**src/rtl/ps_head_splitter_pkg.sv**
```systemverilog
// Shared helpers for the packet header splitter: index sizing and header-length saturation.
package ps_head_splitter_pkg;

    // The word index must be able to hold MAXLEN itself, where it saturates.
    function automatic int idx_width(input int maxlen);
        return $clog2(maxlen + 1);
    endfunction

    function automatic int sat_len(input int len, input int maxlen);
        return (len > maxlen - 1) ? maxlen - 1 : len;
    endfunction

endpackage

```
**src/rtl/ds_alt_scfifo.sv**
```systemverilog
// Header-entry buffer: single-clock show-ahead FIFO built on the payload FIFO core.
module ds_alt_scfifo #(
    parameter int    WIDTH   = 8,
    parameter int    DEPTH   = 16,
    parameter string RAMTYPE = "AUTO"
) (
    input  logic             clk,
    input  logic             reset,
    input  logic             wr_en,
    input  logic [WIDTH-1:0] wr_dat,
    output logic             full,
    input  logic             rd_en,
    output logic [WIDTH-1:0] rd_dat,
    output logic             empty
);
    ps_alt_scfifo #(
        .WIDTH   (WIDTH),
        .DEPTH   (DEPTH),
        .RAMTYPE (RAMTYPE)
    ) u_core (
        .clk    (clk),
        .reset  (reset),
        .wr_en  (wr_en),
        .wr_dat (wr_dat),
        .full   (full),
        .rd_en  (rd_en),
        .rd_dat (rd_dat),
        .empty  (empty)
    );

endmodule

```
**src/rtl/ps_alt_scfifo.sv**
```systemverilog
// Single-clock show-ahead FIFO: rd_dat always shows the oldest entry; full/empty come from an occupancy count.
module ps_alt_scfifo #(
    parameter int    WIDTH   = 8,
    parameter int    DEPTH   = 16,
    parameter string RAMTYPE = "AUTO"
) (
    input  logic             clk,
    input  logic             reset,
    input  logic             wr_en,
    input  logic [WIDTH-1:0] wr_dat,
    output logic             full,
    input  logic             rd_en,
    output logic [WIDTH-1:0] rd_dat,
    output logic             empty
);
    localparam int AW = (DEPTH > 1) ? $clog2(DEPTH) : 1;
    localparam int CW = $clog2(DEPTH + 1);

    logic [AW-1:0]    wr_ptr_q, wr_ptr_d, rd_ptr_q, rd_ptr_d;
    logic [CW-1:0]    cnt_q, cnt_d;
    logic [WIDTH-1:0] mem [DEPTH];
    logic             wr_ok, rd_ok;

    function automatic logic [AW-1:0] next_ptr(input logic [AW-1:0] p);
        return (p == AW'(DEPTH - 1)) ? '0 : p + 1'b1;
    endfunction

    assign full   = (cnt_q == CW'(DEPTH));
    assign empty  = (cnt_q == '0);
    assign wr_ok  = wr_en & ~full;
    assign rd_ok  = rd_en & ~empty;
    assign rd_dat = mem[rd_ptr_q];

    always_comb begin
        wr_ptr_d = wr_ok ? next_ptr(wr_ptr_q) : wr_ptr_q;
        rd_ptr_d = rd_ok ? next_ptr(rd_ptr_q) : rd_ptr_q;
        cnt_d    = cnt_q + CW'(wr_ok) - CW'(rd_ok);
    end

    always_ff @(posedge clk or posedge reset) begin
        if (reset) begin
            wr_ptr_q <= '0;
            rd_ptr_q <= '0;
            cnt_q    <= '0;
        end else begin
            wr_ptr_q <= wr_ptr_d;
            rd_ptr_q <= rd_ptr_d;
            cnt_q    <= cnt_d;
        end
    end

    generate
        if (RAMTYPE == "LOGIC") begin : g_flop_mem
            always_ff @(posedge clk or posedge reset) begin
                if (reset) begin
                    for (int i = 0; i < DEPTH; i++) mem[i] <= '0;
                end else if (wr_ok) begin
                    mem[wr_ptr_q] <= wr_dat;
                end
            end
        end else begin : g_ram_mem
            // NOTE: RAM storage has no reset port, so contents stay undefined after reset; only the pointers and count are cleared, and empty entries are never read as valid.
            always_ff @(posedge clk) begin
                if (wr_ok) mem[wr_ptr_q] <= wr_dat;
            end
        end
    endgenerate

endmodule

```
**src/rtl/ps_head_capture.sv**
```systemverilog
// Per-packet word index, header-length latch and header accumulator; decides which accepted words go to each buffer.
// Header stripping is selected with the PS_HEAD_SPLITTER_STRIP_EN macro.
module ps_head_capture
    import ps_head_splitter_pkg::*;
#(
    parameter int WIDTH  = 8,
    parameter int MAXLEN = 8
) (
    input  logic                           clk,
    input  logic                           reset,
    input  logic [$clog2(MAXLEN)-1:0]      i_len,
    input  logic [WIDTH-1:0]               i_dat,
    input  logic                           i_xfer,
    input  logic                           i_eop,
    output logic                           pay_push,
    output logic                           hdr_push,
    output logic [MAXLEN-1:0][WIDTH-1:0]   hdr,
    output logic [$clog2(MAXLEN)-1:0]      len,
    output logic                           short,
    output logic                           drop
);
    localparam int LW = $clog2(MAXLEN);
    localparam int IW = idx_width(MAXLEN);

    logic [IW-1:0]                idx_q, idx_d, cur_len;
    logic [LW-1:0]                len_q, len_d;
    logic [MAXLEN-1:0][WIDTH-1:0] acc_q, acc_d;

    // On the first word the latch is not loaded yet, so the live i_len applies.
    assign cur_len = (idx_q == '0) ? IW'(sat_len(int'(i_len), MAXLEN)) : IW'(len_q);

    always_comb begin
        // NOTE: every signal gets a default before any condition, so no path leaves a value unassigned and no latch is inferred.
        hdr   = acc_q;
        idx_d = idx_q;
        len_d = len_q;
        if (i_xfer && idx_q <= cur_len) hdr[idx_q[LW-1:0]] = i_dat;
        acc_d = (i_xfer && i_eop) ? '0 : hdr;
        if (i_xfer) begin
            if (idx_q == '0) len_d = cur_len[LW-1:0];
            if (i_eop) idx_d = '0;
            else if (idx_q != IW'(MAXLEN)) idx_d = idx_q + 1'b1;
        end
    end

    always_ff @(posedge clk or posedge reset) begin
        // NOTE: state registers use non-blocking assignments so every flop samples its pre-edge inputs.
        if (reset) begin
            idx_q <= '0;
            len_q <= '0;
            acc_q <= '0;
        end else begin
            idx_q <= idx_d;
            len_q <= len_d;
            acc_q <= acc_d;
        end
    end

`ifdef PS_HEAD_SPLITTER_STRIP_EN
    logic done_q, done_d, drop_q, drop_d;

    // The index saturates, so a done flag keeps the header push to one per packet.
    always_comb begin
        pay_push = i_xfer && (idx_q > cur_len);
        hdr_push = pay_push && !done_q;
        len      = cur_len[LW-1:0];
        short    = 1'b0;
        done_d   = done_q;
        if (i_xfer) done_d = i_eop ? 1'b0 : (done_q | hdr_push);
        drop_d   = i_xfer && i_eop && (idx_q <= cur_len);
    end

    always_ff @(posedge clk or posedge reset) begin
        if (reset) begin
            done_q <= 1'b0;
            drop_q <= 1'b0;
        end else begin
            done_q <= done_d;
            drop_q <= drop_d;
        end
    end

    assign drop = drop_q;
`else
    // A short packet pushes at its eop; the captured length is then the index reached.
    always_comb begin
        pay_push = i_xfer;
        short    = (idx_q < cur_len);
        hdr_push = i_xfer && ((idx_q == cur_len) || (i_eop && short));
        len      = idx_q[LW-1:0];
        drop     = 1'b0;
    end
`endif

endmodule

```
**src/rtl/ps_head_splitter.sv**
```systemverilog
// Packet header extractor: captures the first i_len+1 words of each packet and presents them beside every forwarded word.
// Defining PS_HEAD_SPLITTER_STRIP_EN removes header words from the forwarded stream.
module ps_head_splitter
    import ps_head_splitter_pkg::*;
#(
    parameter int    WIDTH   = 8,
    parameter int    MAXLEN  = 8,
    parameter int    DEPTH   = 16,
    parameter string RAMTYPE = "AUTO"
) (
    input  logic                         reset,
    input  logic                         clk,
    input  logic [$clog2(MAXLEN)-1:0]    i_len,
    input  logic [WIDTH-1:0]             i_dat,
    input  logic                         i_val,
    input  logic                         i_eop,
    output logic                         i_rdy,
    output logic [MAXLEN-1:0][WIDTH-1:0] o_hdr,
    output logic [$clog2(MAXLEN)-1:0]    o_len,
    output logic                         o_short,
    output logic                         o_drop,
    output logic [WIDTH-1:0]             o_dat,
    output logic                         o_val,
    output logic                         o_eop,
    input  logic                         o_rdy
);
    localparam int LW = $clog2(MAXLEN);

    typedef struct packed {
        logic [MAXLEN-1:0][WIDTH-1:0] hdr;
        logic [LW-1:0]                len;
        logic                         short;
    } hdr_entry_t;

    typedef struct packed {
        logic             eop;
        logic [WIDTH-1:0] dat;
    } pay_word_t;

    logic                         in_xfer, out_xfer;
    logic                         pay_push, hdr_push;
    logic                         pay_full, pay_empty, hdr_full, hdr_empty;
    logic [MAXLEN-1:0][WIDTH-1:0] cap_hdr;
    logic [LW-1:0]                cap_len;
    logic                         cap_short;
    hdr_entry_t                   cap_entry, hdr_head;
    pay_word_t                    pay_in, pay_head;

    assign i_rdy    = ~reset & ~pay_full & ~hdr_full;
    assign in_xfer  = i_val & i_rdy;
    assign o_val    = ~pay_empty & ~hdr_empty;
    assign out_xfer = o_val & o_rdy;

    assign cap_entry = '{hdr: cap_hdr, len: cap_len, short: cap_short};
    assign pay_in    = '{eop: i_eop, dat: i_dat};

    ps_head_capture #(
        .WIDTH  (WIDTH),
        .MAXLEN (MAXLEN)
    ) u_capture (
        .clk      (clk),
        .reset    (reset),
        .i_len    (i_len),
        .i_dat    (i_dat),
        .i_xfer   (in_xfer),
        .i_eop    (i_eop),
        .pay_push (pay_push),
        .hdr_push (hdr_push),
        .hdr      (cap_hdr),
        .len      (cap_len),
        .short    (cap_short),
        .drop     (o_drop)
    );

    ps_alt_scfifo #(
        .WIDTH   ($bits(pay_word_t)),
        .DEPTH   (DEPTH),
        .RAMTYPE (RAMTYPE)
    ) u_pay_fifo (
        .clk    (clk),
        .reset  (reset),
        .wr_en  (pay_push),
        .wr_dat (pay_in),
        .full   (pay_full),
        .rd_en  (out_xfer),
        .rd_dat (pay_head),
        .empty  (pay_empty)
    );

    // The header entry retires with the last word of its packet.
    ds_alt_scfifo #(
        .WIDTH   ($bits(hdr_entry_t)),
        .DEPTH   (DEPTH),
        .RAMTYPE (RAMTYPE)
    ) u_hdr_fifo (
        .clk    (clk),
        .reset  (reset),
        .wr_en  (hdr_push),
        .wr_dat (cap_entry),
        .full   (hdr_full),
        .rd_en  (out_xfer & pay_head.eop),
        .rd_dat (hdr_head),
        .empty  (hdr_empty)
    );

    // Empty buffers may hold stale or undefined entries, so outputs read zero until valid.
    assign o_hdr = hdr_empty ? '0 : hdr_head.hdr;
    assign o_len = hdr_empty ? '0 : hdr_head.len;
    assign o_dat = pay_empty ? '0 : pay_head.dat;
    assign o_eop = pay_empty ? 1'b0 : pay_head.eop;
`ifdef PS_HEAD_SPLITTER_STRIP_EN
    assign o_short = 1'b0;
`else
    assign o_short = hdr_empty ? 1'b0 : hdr_head.short;
`endif

endmodule

```
**config.mk**
```make
export PLATFORM = sky130hd
export DESIGN_NAME = ps_head_splitter
export DESIGN_NICKNAME = d
export VERILOG_FILES = /design/src/rtl/ps_head_splitter_pkg.sv /design/src/rtl/ds_alt_scfifo.sv /design/src/rtl/ps_alt_scfifo.sv /design/src/rtl/ps_head_capture.sv /design/src/rtl/ps_head_splitter.sv
export SDC_FILE = /design/constraint.sdc
export NUM_CORES = 1
export LEC_CHECK = 0
export CORE_MARGIN = 2
export CORE_UTILIZATION = 50
export DETAILED_ROUTE_END_ITERATION = 6
export PLACE_DENSITY = 0.69
export RECOVER_POWER = 50
export SYNTH_ARGS = -nofsm -noshare
export SYNTH_HDL_FRONTEND = slang
export SYNTH_SLANG_ARGS = --single-unit
```
**constraint.sdc**
```tcl
create_clock -name clk -period 4.64 [get_ports clk]
set_input_delay 1.16 -clock clk [delete_from_list [all_inputs] [get_ports clk]]
set_output_delay 1.16 -clock clk [all_outputs]
set_load 0.05 [all_outputs]
```
==> impl_summary.log, run 1 <==
[metrics] Synth Area in Compound Gates: 1.88%
[metrics] sum of overflow across all layers after global routing: 0
[metrics] sequential area share after synthesis: 75.5%
[metrics] most instantiated flip-flop cell in the synthesis netlist: sky130_fd_sc_hd__edfxtp_1
[metrics] clock slew seen by the registers of the worst setup and hold paths: 60 ps
[metrics] cell at the root of the clock tree: sky130_fd_sc_hd__clkbuf_16
[metrics] antenna violations before repair: 4
[metrics] cell area after synthesis: 52200 um2
[metrics] result of the run: finished, violations left
[metrics] Power Density: 639 nW/um2
[metrics] full die area: 107000 um2
[metrics] min cycle time layout: 4550 ps
[metrics] gp weighted congestion: 0.773
[metrics] wire length of the first global-routing pass: 175000 um
[metrics] area of the core: 103000 um2
[metrics] Synth Area in XOR/XNOR: 0.201%
[metrics] type of the worst setup path: flop to primary output
[metrics] unrepaired setup endpoints after global routing: true
[metrics] Synth area leader: sky130_fd_sc_hd__edfxtp_1
[metrics] number of design rule violations left after detail routing: 0
[metrics] clock latency at the later pin of the worst-skew pair: 730 ps
[metrics] share of synthesized area spent on multiplexers: 16.9%
[metrics] number of maximum-capacitance constraint violations: 9
[metrics] post-route fraction of the period consumed by the critical path: 98.1%
[metrics] antenna viol nets, final: 0
[metrics] share of async-settable or async-resettable flops after synthesis: 7.30%
[metrics] max incr delay on CP: 780 ps
[metrics] Fin Clk Skew: 24.4 ps
[metrics] Min Hold Slack: 502 ps
[metrics] count of unique library cells instantiated by Yosys: 52
[metrics] Pwr Total: 38.1 mW
[metrics] post-detailed-route via-to-cell ratio: 6.12
[metrics] die boundary height: 327 um
[metrics] count of state elements after synthesis: 1329
[metrics] final core utilization: 57.6%
[metrics] critical path data required time: 3480 ps
[metrics] Rows: 118
[metrics] most instantiated library cell after synthesis: sky130_fd_sc_hd__edfxtp_1
[metrics] via count of the first global-routing pass: 26400
[metrics] Final nets: 2657
[metrics] worst supply voltage drop on vdd: 523 uV
[metrics] final max-slew violation count: 260
[metrics] data arrival time of the critical path: 3390 ps
[metrics] family of cells with the greatest summed delay on the critical path: multiplexers
[metrics] basic-gate share of the synthesized area counting and, or, nand and nor cells: 3.25%
[metrics] # IOs: 96
[metrics] nature of the critical path startpoint: flop
[metrics] net count after synthesis: 2460
[metrics] fraction of layout cells with a size suffix above 1: 29.8%
[metrics] Critical Path Fanout Max: 15
[metrics] CP dominant cell by count: sky130_fd_sc_hd__mux4_2
[metrics] wire per inst: 28.9 um
[metrics] Synth Instances: 2415
[metrics] WP buf/inv: 2
[metrics] leakage: 19.2 nW
[metrics] GR Util All Layers: 22.5%
[metrics] violation count after the first detailed-routing iteration: 2724
[metrics] class of the tightest hold or removal check: flop to flop
[metrics] Buffers on Ports: 94
[metrics] critical path cell sequence: buf_16, mux4_2, mux4_2, nor2b_1, clkdlybuf4s50_1
[metrics] dominant combinational cell family by area after synthesis: multiplexers
[metrics] wire length reported by the detailed router: 118000 um
[metrics] pin count of the biggest net entering global routing: 64
[metrics] final setup TNS: 0 ps
[metrics] Sinks on Clock Net: 1329
[metrics] top area cells in the synthesized netlist: sky130_fd_sc_hd__edfxtp_1, sky130_fd_sc_hd__mux4_2, sky130_fd_sc_hd__dfrtp_1
[metrics] worst path setup slack after routing: 90.1 ps
[metrics] Post-Synth Adder-Cell Area: 0.724%
[metrics] DP HPWL: 63200 um
[metrics] warning count from the yosys run: 0
[metrics] leading post-synthesis cells by instance count: sky130_fd_sc_hd__edfxtp_1, sky130_fd_sc_hd__mux4_2, sky130_fd_sc_hd__dfrtp_1, sky130_fd_sc_hd__nand2_1, sky130_fd_sc_hd__nor2b_1
[metrics] x dimension of the die: 327 um
[metrics] Filler Cell Count: 7304
[metrics] share of the synthesized area in the top cell type: 70.9%
[metrics] number of hold violations in the final report: 0
[metrics] number of detailed-route iterations in the first pass: 5
[metrics] violations in the final reports: max-capacitance violations, max-slew violations
[metrics] Crit. End Element: primary output
[metrics] slowest cell on the critical path: sky130_fd_sc_hd__clkdlybuf4s50_1
[metrics] number of synthesized flops with an enable pin: 1232
[metrics] beginning of the critical path: u_hdr_fifo.u_core.rd_ptr_q[0]
[metrics] pre-CTS setup slack: 189 ps
[metrics] area overhead of the layout relative to synthesis: 14.1%
[metrics] TritonCTS clock tree: done
[metrics] total number of vias: 25000
[metrics] number of setup violations in the final report: 0
[metrics] initial standard-cell utilization of the core: 50.4%
[metrics] worst-margin pin slew: 2900 ps
[metrics] max_slew headroom: -94.7%
[metrics] mean post-synth cell area: 21.6 um2
[metrics] maximum clock frequency: 220 MHz
[metrics] hold_sp: u_capture.len_q[0]
[metrics] maximum buffer depth of the clock tree: 3
[metrics] count of H-tree levels built during CTS: 4
[metrics] clock buffers created by TritonCTS: 132
[metrics] Crit Reg-Reg Startpoint: u_capture.idx_q[1]
stage by stage:
step / area, um2 / std cells
CTS: 59600 / 4087
global route: 59600 / 4088
detailed placement: 55400 / 3849
floorplan: 52200 / 2415
finish: 59600 / 4089
global placement: 55400 / 3849
placed cells by master, fill, tap and decap left out, drive strengths merged, types with 3 or more instances in the layout:
cell	instances
nand4	9
clkbuf	179
nor2	27
and2	7
clkdlybuf4s50	8
o21ai	68
and3	13
dlygate4sd2	10
mux4	384
nand2	88
nor2b	79
o31ai	7
nand2b	5
bufinv	8
a21o	5
dlygate4sd3	3
inv	34
nor3	12
xnor2	7
nand3	61
edfxtp	1232
a21oi	72
o41ai	3
ha	27
mux2	10
clkinv	46
buf	165
or3	6
xor2	5
dfrtp	97
mux2i	5
clkinvlp	5
cell families (layout without fill, tap and decap cells):
| kind of cell | after synthesis | after routing |
|---|---|---|
| flops | 1329 | 1329 |
| mux | 399 | 399 |
| simple gates | 318 | 318 |
| buf+inv | 167 | 460 |
| compound gates | 160 | 160 |
| fa+ha+maj | 29 | 29 |
| xor+xnor | 12 | 12 |
| other cells | 1 | 2 |
worst register-to-register path, stage by stage (launching register included):
cell	delay [ps]
sky130_fd_sc_hd__dfrtp_1	350
sky130_fd_sc_hd__clkbuf_1	920
sky130_fd_sc_hd__ha_1	400
sky130_fd_sc_hd__nor2b_1	150
sky130_fd_sc_hd__o21ai_1	300
sky130_fd_sc_hd__a31oi_1	260
sky130_fd_sc_hd__nor2_2	190
sky130_fd_sc_hd__inv_2	60
sky130_fd_sc_hd__ha_1	270
sky130_fd_sc_hd__inv_1	40
sky130_fd_sc_hd__ha_1	210
sky130_fd_sc_hd__fa_1	430
sky130_fd_sc_hd__a21oi_1	170
sky130_fd_sc_hd__nor2_1	60
sky130_fd_sc_hd__nor2_1	110
sky130_fd_sc_hd__xnor2_1	120
layout make-up:
type | count | area, um2 | share of cell area [%]
timing repair buffer | 202 | 2110 | 3.55
tap | 1380 | 1730 | 2.90
inverter | 28 | 106 | 0.179
clock inverter | 65 | 613 | 1.03
antenna | 1 | 2.50 | 0.00420
clock buffer | 165 | 3500 | 5.87
multi-input combinational | 919 | 12100 | 20.3
sequential | 1329 | 39400 | 66.2
power by group:
group,switching (mW),internal [mW],total (mW),leakage (nW)
clock network,4.39,5.81,10.2,2.00
registers,0.478,14.4,14.8,12.1
logic,7.77,5.25,13.0,5.07
total,12.6,25.4,38.1,19.2
registers in the layout, indices dropped and copies added, names as in the netlist:
name / cells
u_hdr_fifo.u_core.rd_ptr_q: 4
u_hdr_fifo.u_core.mem: 1088
u_pay_fifo.rd_ptr_q: 4
u_capture.len_q: 3
u_pay_fifo.mem: 144
u_capture.acc_q: 64
u_hdr_fifo.u_core.cnt_q: 5
u_pay_fifo.wr_ptr_q: 4
u_pay_fifo.cnt_q: 5
u_hdr_fifo.u_core.wr_ptr_q: 4
u_capture.idx_q: 4
per-layer routing:
metal / track usage [%] / up-vias / routed length [um]
met1: 30.6 / 13400 / 46400
li1: - / 10400 / -
met5: 0 / - / 27
met4: 6.52 / 4 / 2630
met2: 37.7 / 1046 / 60200
met3: 3.95 / 177 / 8880
final timing paths:
check,slack [ps],endpoint,depth (start not counted)
setup / recovery,90,o_short,5
min in group asynchronous,1730,u_hdr_fifo.u_core.cnt_q[3],2
hold / removal,500,u_capture.len_q[0],1
hold reg to reg,500,u_capture.len_q[0],1
max in group asynchronous,750,u_capture.acc_q[50],3
setup reg to reg,530,u_hdr_fifo.u_core.cnt_q[4],15
repair_timing:
item / CTS / global route
setup endpoints to repair: 70 / 13
hold buffers: 0 / 0
gates resized for setup: 12 / 4
buffers inserted: 8 / 0
cloned: 0 / 1
(Power assumes the default switching activity.)
==> inputs of run 2 (changes only) <==
Settings changed: CAP_MARGIN set to 20, PLACE_DENSITY 0.69 to 0.72.
==> run 2 against run 1 <==
The flow still finishes with violations (max-capacitance violations, max-slew violations). Clock-buffer cell count up 20. Critical path type unchanged. Sequential cell count unchanged. Largest power group unchanged. Critical path depth unchanged. Sequential share of layout area down 0.12 points. Final cell count up 0.56%. Wire length up 1.6%. Clock skew up 18 ps.
==> impl_summary.log, run 2 (synthesized netlist as in run 1, its figures left out) <==
[metrics] critical path data required time: 3480 ps (about the same)
[metrics] antenna violations before repair: 4 (unchanged)
[metrics] reg-to-reg slack, setup: 360 ps (-170 ps)
[metrics] fraction of layout cells with a size suffix above 1: 28.9% (-0.98 points)
[metrics] Power Density: 646 nW/um2 (+1.1%)
[metrics] x dimension of the die: 327 um (unchanged)
[metrics] Fin Clk Skew: 42.5 ps (+18.1 ps)
[metrics] beginning of the critical path: u_hdr_fifo.u_core.rd_ptr_q[0]
[metrics] clock buffers created by TritonCTS: 135 (+2.3%)
[metrics] full die area: 107000 um2 (unchanged)
[metrics] violation count after the first detailed-routing iteration: 3178 (+17%)
[metrics] total number of vias: 25200 (+0.81%)
[metrics] number of design rule violations left after detail routing: 0 (unchanged)
[metrics] Rows: 118 (unchanged)
[metrics] hold buffer count at CTS: 0 (unchanged)
[metrics] number of maximum-capacitance constraint violations: 8 (-1)
[metrics] Final nets: 2667 (+0.38%)
[metrics] result of the run: finished, violations left
[metrics] max_slew headroom: -71.8% (+23 points)
[metrics] critical path capture point: o_hdr[6]
[metrics] worst supply voltage drop on vdd: 512 uV (-2.3%)
[metrics] unrepaired setup endpoints after global routing: false
[metrics] class of the tightest hold or removal check: flop to flop
[metrics] max reg flops: 1088 (unchanged)
[metrics] min cycle time layout: 4550 ps (-4.42 ps)
[metrics] wire per inst: 29.2 um (+1.1%)
[metrics] # IOs: 96 (unchanged)
[metrics] Buffers on Ports: 94 (unchanged)
[metrics] count of H-tree levels built during CTS: 4 (unchanged)
[metrics] Critical Path Fanout Max: 17 (+2)
[metrics] antenna viol nets, final: 0 (unchanged)
[metrics] final setup TNS: 0 ps (unchanged)
[metrics] pin count of the biggest net entering global routing: 52 (-19%)
[metrics] die boundary height: 327 um (unchanged)
[metrics] Sinks on Clock Net: 1329 (unchanged)
[metrics] violations in the final reports: max-capacitance violations, max-slew violations
[metrics] sum of overflow across all layers after global routing: 0 (unchanged)
[metrics] leakage: 19.3 nW (+0.59%)
[metrics] clock slew seen by the registers of the worst setup and hold paths: 60 ps (about the same)
[metrics] r2r endpoint: u_hdr_fifo.u_core.mem[12][54]
[metrics] maximum clock frequency: 220 MHz (about the same)
[metrics] initial standard-cell utilization of the core: 50.4% (unchanged)
[metrics] nature of the critical path startpoint: flop
[metrics] Crit Reg-Reg Startpoint: u_capture.idx_q[1]
[metrics] number of setup violations in the final report: 0 (unchanged)
[metrics] Pwr Total: 38.6 mW (+1.3%)
[metrics] cell at the root of the clock tree: sky130_fd_sc_hd__clkbuf_16
[metrics] post-route fraction of the period consumed by the critical path: 98.0% (about the same)
[metrics] area overhead of the layout relative to synthesis: 14.3%
[metrics] type of the worst setup path: flop to primary output
[metrics] final max-slew violation count: 228 (-12%)
[metrics] wire length of the first global-routing pass: 176000 um (+0.89%)
[metrics] gp weighted congestion: 0.776 (+0.31%)
[metrics] post-detailed-route via-to-cell ratio: 6.14 (+0.25%)
[metrics] Reg with most FFs: u_hdr_fifo.u_core.mem
[metrics] via count of the first global-routing pass: 26400 (+0.26%)
[metrics] most common cell after layout, fill and taps aside: sky130_fd_sc_hd__edfxtp_1
[metrics] maximum buffer depth of the clock tree: 3 (unchanged)
[metrics] worst-margin pin slew: 2560 ps (-341 ps)
[metrics] area of the core: 103000 um2 (unchanged)
[metrics] registers with the most flip-flops: u_hdr_fifo.u_core.mem x1088, u_pay_fifo.mem x144, u_capture.acc_q x64
[metrics] DP HPWL: 63900 um (+1.2%)
[metrics] TritonCTS clock tree: done
[metrics] clock latency at the later pin of the worst-skew pair: 760 ps (+30 ps)
[metrics] number of hold violations in the final report: 0 (unchanged)
[metrics] data arrival time of the critical path: 3390 ps (about the same)
[metrics] Crit. End Element: primary output
[metrics] most frequent cells in the layout: sky130_fd_sc_hd__edfxtp_1, sky130_fd_sc_hd__mux4_2, sky130_fd_sc_hd__clkbuf_16
[metrics] number of detailed-route iterations in the first pass: 5 (unchanged)
[metrics] cell depth of the worst flop-to-flop path: 9 (-6)
[metrics] GR Util All Layers: 22.8% (+0.33 points)
[metrics] wire length reported by the detailed router: 120000 um (+1.6%)
==> run 2: cell types whose count changed in the layout (fill, tap and decap cells not counted), moves of 9 or more <==
cell | previous run | this run
sky130_fd_sc_hd__clkbuf_4 | 0 | 11
sky130_fd_sc_hd__and3_4 | 12 | 0
sky130_fd_sc_hd__clkbuf_1 | 38 | 66
sky130_fd_sc_hd__buf_4 | 120 | 93
sky130_fd_sc_hd__buf_12 | 41 | 28
sky130_fd_sc_hd__clkinv_1 | 22 | 12
sky130_fd_sc_hd__and3_1 | 1 | 10
==> run 2: worst min-delay path by stage <==
stage	startpoint	to	slack [ps]	cells after the start
floorplan	u_capture.len_q[0]	u_capture.len_q[0]	460	1
global placement	u_capture.len_q[0]	u_capture.len_q[0]	470	1
detailed placement	u_capture.len_q[2]	u_capture.len_q[2]	480	1
CTS	u_capture.len_q[2]	u_capture.len_q[2]	490	1
global route	u_capture.len_q[2]	u_capture.len_q[2]	520	1
finish	u_capture.len_q[2]	u_capture.len_q[2]	490	1
==> run 2: metal layers <==
metal	vias to the layer above	GRT usage [%]	part of all wire [%]	routed length (um)
met5	-	0	0	0
met4	0	6.79	2.4	2850
met2	1208	37.3	50	60400
met1	13400	31.2	39	46200
li1	10400	-	-	-
met3	198	4.96	8.7	10500
==> run 2: report_power, final <==
part / switching, mW / internal (mW)
sequential: 0.477 / 14.4
combinational: 7.66 / 5.07
clock: 4.55 / 6.44
total: 12.7 / 25.9
==> run 2: repair_timing <==
item	4_1_cts	5_1_grt
resized for setup	17	5
endpoints found under the setup margin	76	4
buffers inserted	4	0
pin swaps	0	0
==> run 2: stage by stage <==
step                area, um2  hold WS [ps]  std cells  worst slack, ps  utilization, %
floorplan               52200           460       2415              543               -
global placement        55400           474       3861              353            53.6
detailed placement      55400           480       3861              396            53.6
CTS                     60000           494       4111             14.9            58.0
global route            59700           524       4111             1.26            57.7
finish                  59700           493       4112             94.5            57.7
==> run 2: layout make-up <==
cell class                 count  area, um2
timing repair buffer         209       1890
fill                        7254      43800
sequential                  1329      39400
antenna                        1       2.50
tap                         1380       1730
inverter                      28        106
multi-input combinational    919      12000
clock buffer                 185       3780
clock inverter                61        758
==> run 2: worst max-delay path: stages, from the launching register on <==
cell and delay [ps]:
sky130_fd_sc_hd__dfrtp_4 500, sky130_fd_sc_hd__buf_12 210, sky130_fd_sc_hd__mux4_2 510, sky130_fd_sc_hd__mux4_2 530, sky130_fd_sc_hd__nor2b_1 150, sky130_fd_sc_hd__clkdlybuf4s50_1 730
==> inputs of run 3 (changes only) <==
Settings changed: ABC_AREA set to 1, SLEW_MARGIN set to 0.
==> run 3 against run 2 <==
The run still ends with max-capacitance violations, max-slew violations left. Critical path depth up 1. Global-route usage up 1.8 points. Register-to-register slack better by 80 ps. Non-clock buffer count up 38. Synthesized cell count up 92%. Combinational power up 31%. Utilization up 0.27 points. Via count up 45%. Area after synthesis up 4.8%. Die area up 4.7%. Power up 11%. Wire length up 16%. Largest cell class unchanged. Highest routed layer is now met5.
==> impl_summary.log, run 3 <==
[metrics] worst path setup slack after routing: 128 ps (+33.7 ps)
[metrics] most common cell after layout, fill and taps aside: sky130_fd_sc_hd__edfxtp_1
[metrics] Min Hold Slack: 489 ps (-3.54 ps)
[metrics] number of design rule violations left after detail routing: 0 (unchanged)
[metrics] initial standard-cell utilization of the core: 50.3% (-0.13 points)
[metrics] Synth Area in Compound Gates: 11.2% (+9.3 points)
[metrics] share of async-settable or async-resettable flops after synthesis: 7.30% (unchanged)
[metrics] # IOs: 96 (unchanged)
[metrics] most instantiated library cell after synthesis: sky130_fd_sc_hd__edfxtp_1
[metrics] Fin Clk Skew: 30.8 ps (-11.7 ps)
[metrics] number of post-CTS setup repair buffers: 0 (-4)
[metrics] TritonCTS clock tree: done
[metrics] number of setup violations in the final report: 0 (unchanged)
[metrics] cell at the root of the clock tree: sky130_fd_sc_hd__clkbuf_16
[metrics] Post-Synth Adder-Cell Area: 0.691% (-0.033 points)
[metrics] number of synthesized flops with an enable pin: 1232 (unchanged)
[metrics] area overhead of the layout relative to synthesis: 15.1%
[metrics] count of state elements after synthesis: 1329 (unchanged)
[metrics] maximum clock frequency: 222 MHz (+0.75%)
[metrics] sequential share of power: 35.1% (-3.4 points)
[metrics] dominant combinational cell family by area after synthesis: simple AND/OR/NAND/NOR gates
[metrics] violations in the final reports: max-capacitance violations, max-slew violations
[metrics] post-detailed-route via-to-cell ratio: 5.88 (-4.3%)
[metrics] post-cts repair resize count: 0 (-17)
[metrics] gp weighted congestion: 0.837 (+8.0%)
[metrics] grt met2 use: 39.7% (+2.4 points)
[metrics] wire length reported by the detailed router: 139000 um (+16%)
[metrics] full die area: 112000 um2 (+4.7%)
[metrics] area of the core: 109000 um2 (+5.0%)
[metrics] pin count of the biggest net entering global routing: 124 (+140%)
[metrics] nature of the critical path startpoint: flop
[metrics] via count of the first global-routing pass: 35100 (+33%)
[metrics] Buffers on Ports: 94 (unchanged)
[metrics] number of detailed-route iterations in the first pass: 6 (+1)
[metrics] # placed instances: 5987 (+55%)
[metrics] met3 track utilization from global routing: 4.75% (-0.21 points)
[metrics] fraction of layout cells with a size suffix above 1: 8.92% (-20 points)
[metrics] Pwr Total: 42.6 mW (+11%)
[metrics] share of synthesized area spent on multiplexers: 0% (-17 points)
[metrics] x dimension of the die: 335 um (+2.3%)
[metrics] cell area after synthesis: 54700 um2 (+4.8%)
[metrics] Final Instance Area: 63000 um2 (+5.5%)
[metrics] maximum buffer depth of the clock tree: 3 (unchanged)
[metrics] final core utilization: 57.9% (+0.27 points)
[metrics] antenna viol nets, final: 0 (unchanged)
[metrics] number of cells traversed by the worst hold path: 2 (+1)
[metrics] Crit. End Element: primary output
[metrics] Critical Path Fanout Max: 37 (+20)
[metrics] Sinks on Clock Net: 1329 (unchanged)
[metrics] leading post-synthesis cells by instance count: sky130_fd_sc_hd__edfxtp_1, sky130_fd_sc_hd__nor2_1, sky130_fd_sc_hd__o21ai_0, sky130_fd_sc_hd__nand2_1, sky130_fd_sc_hd__o21ai_1
[metrics] mean post-synth cell area: 11.8 um2 (-45%)
[metrics] result of the run: finished, violations left
[metrics] die boundary height: 335 um (+2.3%)
[metrics] count of H-tree levels built during CTS: 4 (unchanged)
[metrics] wire length of the first global-routing pass: 209000 um (+19%)
[metrics] Final Non-Filler Cells: 6237 (+52%)
[metrics] hold buffer count at CTS: 0 (unchanged)
[metrics] most instantiated flip-flop cell in the synthesis netlist: sky130_fd_sc_hd__edfxtp_1
[metrics] sum of overflow across all layers after global routing: 0 (unchanged)
[metrics] class of the tightest hold or removal check: flop to flop
[metrics] Final nets: 4756 (+78%)
[metrics] Sw Share: 37.7% (+4.8 points)
[metrics] type of the worst setup path: flop to primary output
[metrics] max_slew headroom: -34.3% (+38 points)
[metrics] final max-slew violation count: 65 (-71%)
[metrics] warning count from the yosys run: 0 (unchanged)
[metrics] internal portion of total power: 26.6 mW (+2.6%)
[metrics] unrepaired setup endpoints after global routing: false
[metrics] cell depth of the worst flop-to-flop path: 14 (+5)
[metrics] number of hold violations in the final report: 0 (unchanged)
[metrics] worst-margin pin slew: 2010 ps (-549 ps)
[metrics] Synth area leader: sky130_fd_sc_hd__edfxtp_1
[metrics] data arrival time of the critical path: 3350 ps (-40 ps)
[metrics] critical path data required time: 3480 ps (about the same)
[metrics] clock latency at the later pin of the worst-skew pair: 750 ps (about the same)
[metrics] most frequent cells in the layout: sky130_fd_sc_hd__edfxtp_1, sky130_fd_sc_hd__nor2_1, sky130_fd_sc_hd__o21ai_0
[metrics] final setup TNS: 0 ps (unchanged)
[metrics] Cell Area, Placed: 58600 um2 (+5.7%)
[metrics] pre-CTS setup slack: 371 ps (-24.3 ps)
[metrics] basic-gate share of the synthesized area counting and, or, nand and nor cells: 12.0% (+8.7 points)
[metrics] total number of vias: 36600 (+45%)
[metrics] max reg flops: 1088 (unchanged)
[metrics] net count after synthesis: 4673 (+90%)
[metrics] count of unique library cells instantiated by Yosys: 34 (-35%)
[metrics] post-route fraction of the period consumed by the critical path: 97.2% (-0.73 points)
[metrics] worst supply voltage drop on vdd: 1090 uV (+110%)
[metrics] sequential area share after synthesis: 72.1% (-3.4 points)
[metrics] clock slew seen by the registers of the worst setup and hold paths: 60 ps (about the same)
[metrics] part of the total power dissipated in combinational logic: 39.2% (+6.2 points)
[metrics] met1 usage: 33.2% (+2.0 points)
[metrics] Synth Area in XOR/XNOR: 0.240% (+0.039 points)
[metrics] GR Util All Layers: 24.6% (+1.8 points)
[metrics] Reg with most FFs: u_hdr_fifo.u_core.mem
[metrics] wire per inst: 22.3 um (-23%)
[metrics] min cycle time layout: 4510 ps (-33.7 ps)
[metrics] violation count after the first detailed-routing iteration: 4329 (+36%)
[metrics] switching component of the power: 16.1 mW (+27%)
[metrics] Synth Instances: 4628 (+92%)
[metrics] Power Density: 677 nW/um2 (+4.8%)
[metrics] top area cells in the synthesized netlist: sky130_fd_sc_hd__edfxtp_1, sky130_fd_sc_hd__nor2_1, sky130_fd_sc_hd__o21ai_0
[metrics] fraction of power consumed by the clock network: 25.7% (-2.8 points)
[metrics] clock buffers created by TritonCTS: 134 (-0.74%)
[metrics] number of maximum-capacitance constraint violations: 1 (-7)
[metrics] Top Usage Layer GRT: met2
[metrics] registers with the most flip-flops: u_hdr_fifo.u_core.mem x1088, u_pay_fifo.mem x144, u_capture.acc_q x64
[metrics] share of the synthesized area in the top cell type: 67.6% (-3.2 points)
[metrics] antenna violations before repair: 3 (-1)
[metrics] DP HPWL: 73500 um (+15%)
[metrics] leakage: 21.6 nW (+12%)
[metrics] Rows: 121 (+2.5%)
==> run 3: cell types whose count changed in the layout (fill, tap and decap cells not counted), sizes merged, moves of 14 or more <==
cell / previous run / this run
mux4: 384 / 0
nand3: 61 / 111
a21oi: 72 / 146
nand2: 88 / 507
dlygate4sd2: 14 / 0
nand4: 9 / 69
nor2b: 79 / 0
inv: 34 / 162
o211ai: 0 / 152
nor2: 27 / 946
clkbuf: 237 / 218
buf: 126 / 196
o21ai: 68 / 846
==> run 3: worst paths after layout <==
kind,start,to,slack [ps]
hold reg to reg,u_capture.len_q[0],u_capture.len_q[0],490
setup / recovery,u_hdr_fifo.u_core.rd_ptr_q[2],o_hdr[39],130
setup reg to reg,u_capture.idx_q[0],u_hdr_fifo.u_core.mem[1][57],440
hold / removal,u_capture.len_q[0],u_capture.len_q[0],490
min in group asynchronous,reset,u_pay_fifo.rd_ptr_q[2],1710
max in group asynchronous,reset,u_capture.acc_q[19],790
==> run 3: power by group through the flow <==
stage	registers, mW	clock network (mW)	logic (mW)
3_3_place_gp	15.2	0	16.3
5_1_grt	15.0	11.5	18.0
2_1_floorplan	15.0	0	10.3
6_report	15.0	11.0	16.7
4_1_cts	15.0	11.1	16.7
3_5_place_dp	15.2	0	16.6
==> run 3: cell type report <==
cell class | count | area [um2]
antenna | 3 | 7.51
clock inverter | 63 | 699
timing repair buffer | 247 | 3290
tap | 1414 | 1770
multi-input combinational | 2840 | 13400
fill | 8382 | 45700
sequential | 1329 | 39400
inverter | 159 | 618
clock buffer | 182 | 3790
==> run 3: worst max-delay path, stage by stage (launching register included) <==
cell and delay, ps:
sky130_fd_sc_hd__dfrtp_4 680, sky130_fd_sc_hd__clkinv_2 530, sky130_fd_sc_hd__buf_12 380, sky130_fd_sc_hd__o211ai_1 140, sky130_fd_sc_hd__nand3_1 90, sky130_fd_sc_hd__a21oi_1 530
sky130_fd_sc_hd__buf_12 220
==> run 3: cells by family (layout without fill, tap and decap cells) <==
logic type,Yosys count,after routing
DFF,1329,1329
and+or+nand+nor,1650,1650
other,1,4
adders and majority gates,29,29
AOI/OAI and AO/OA,1145,1145
xor gates and xnor gates,15,15
buffers and inverters,459,651
==> run 3: routing by layer <==
layer / part of all wire (%) / vias up
li1: - / 16600
met1: 39 / 17900
met2: 48 / 1859
met3: 9.5 / 307
met4: 3.4 / 2
met5: 0.012 / -
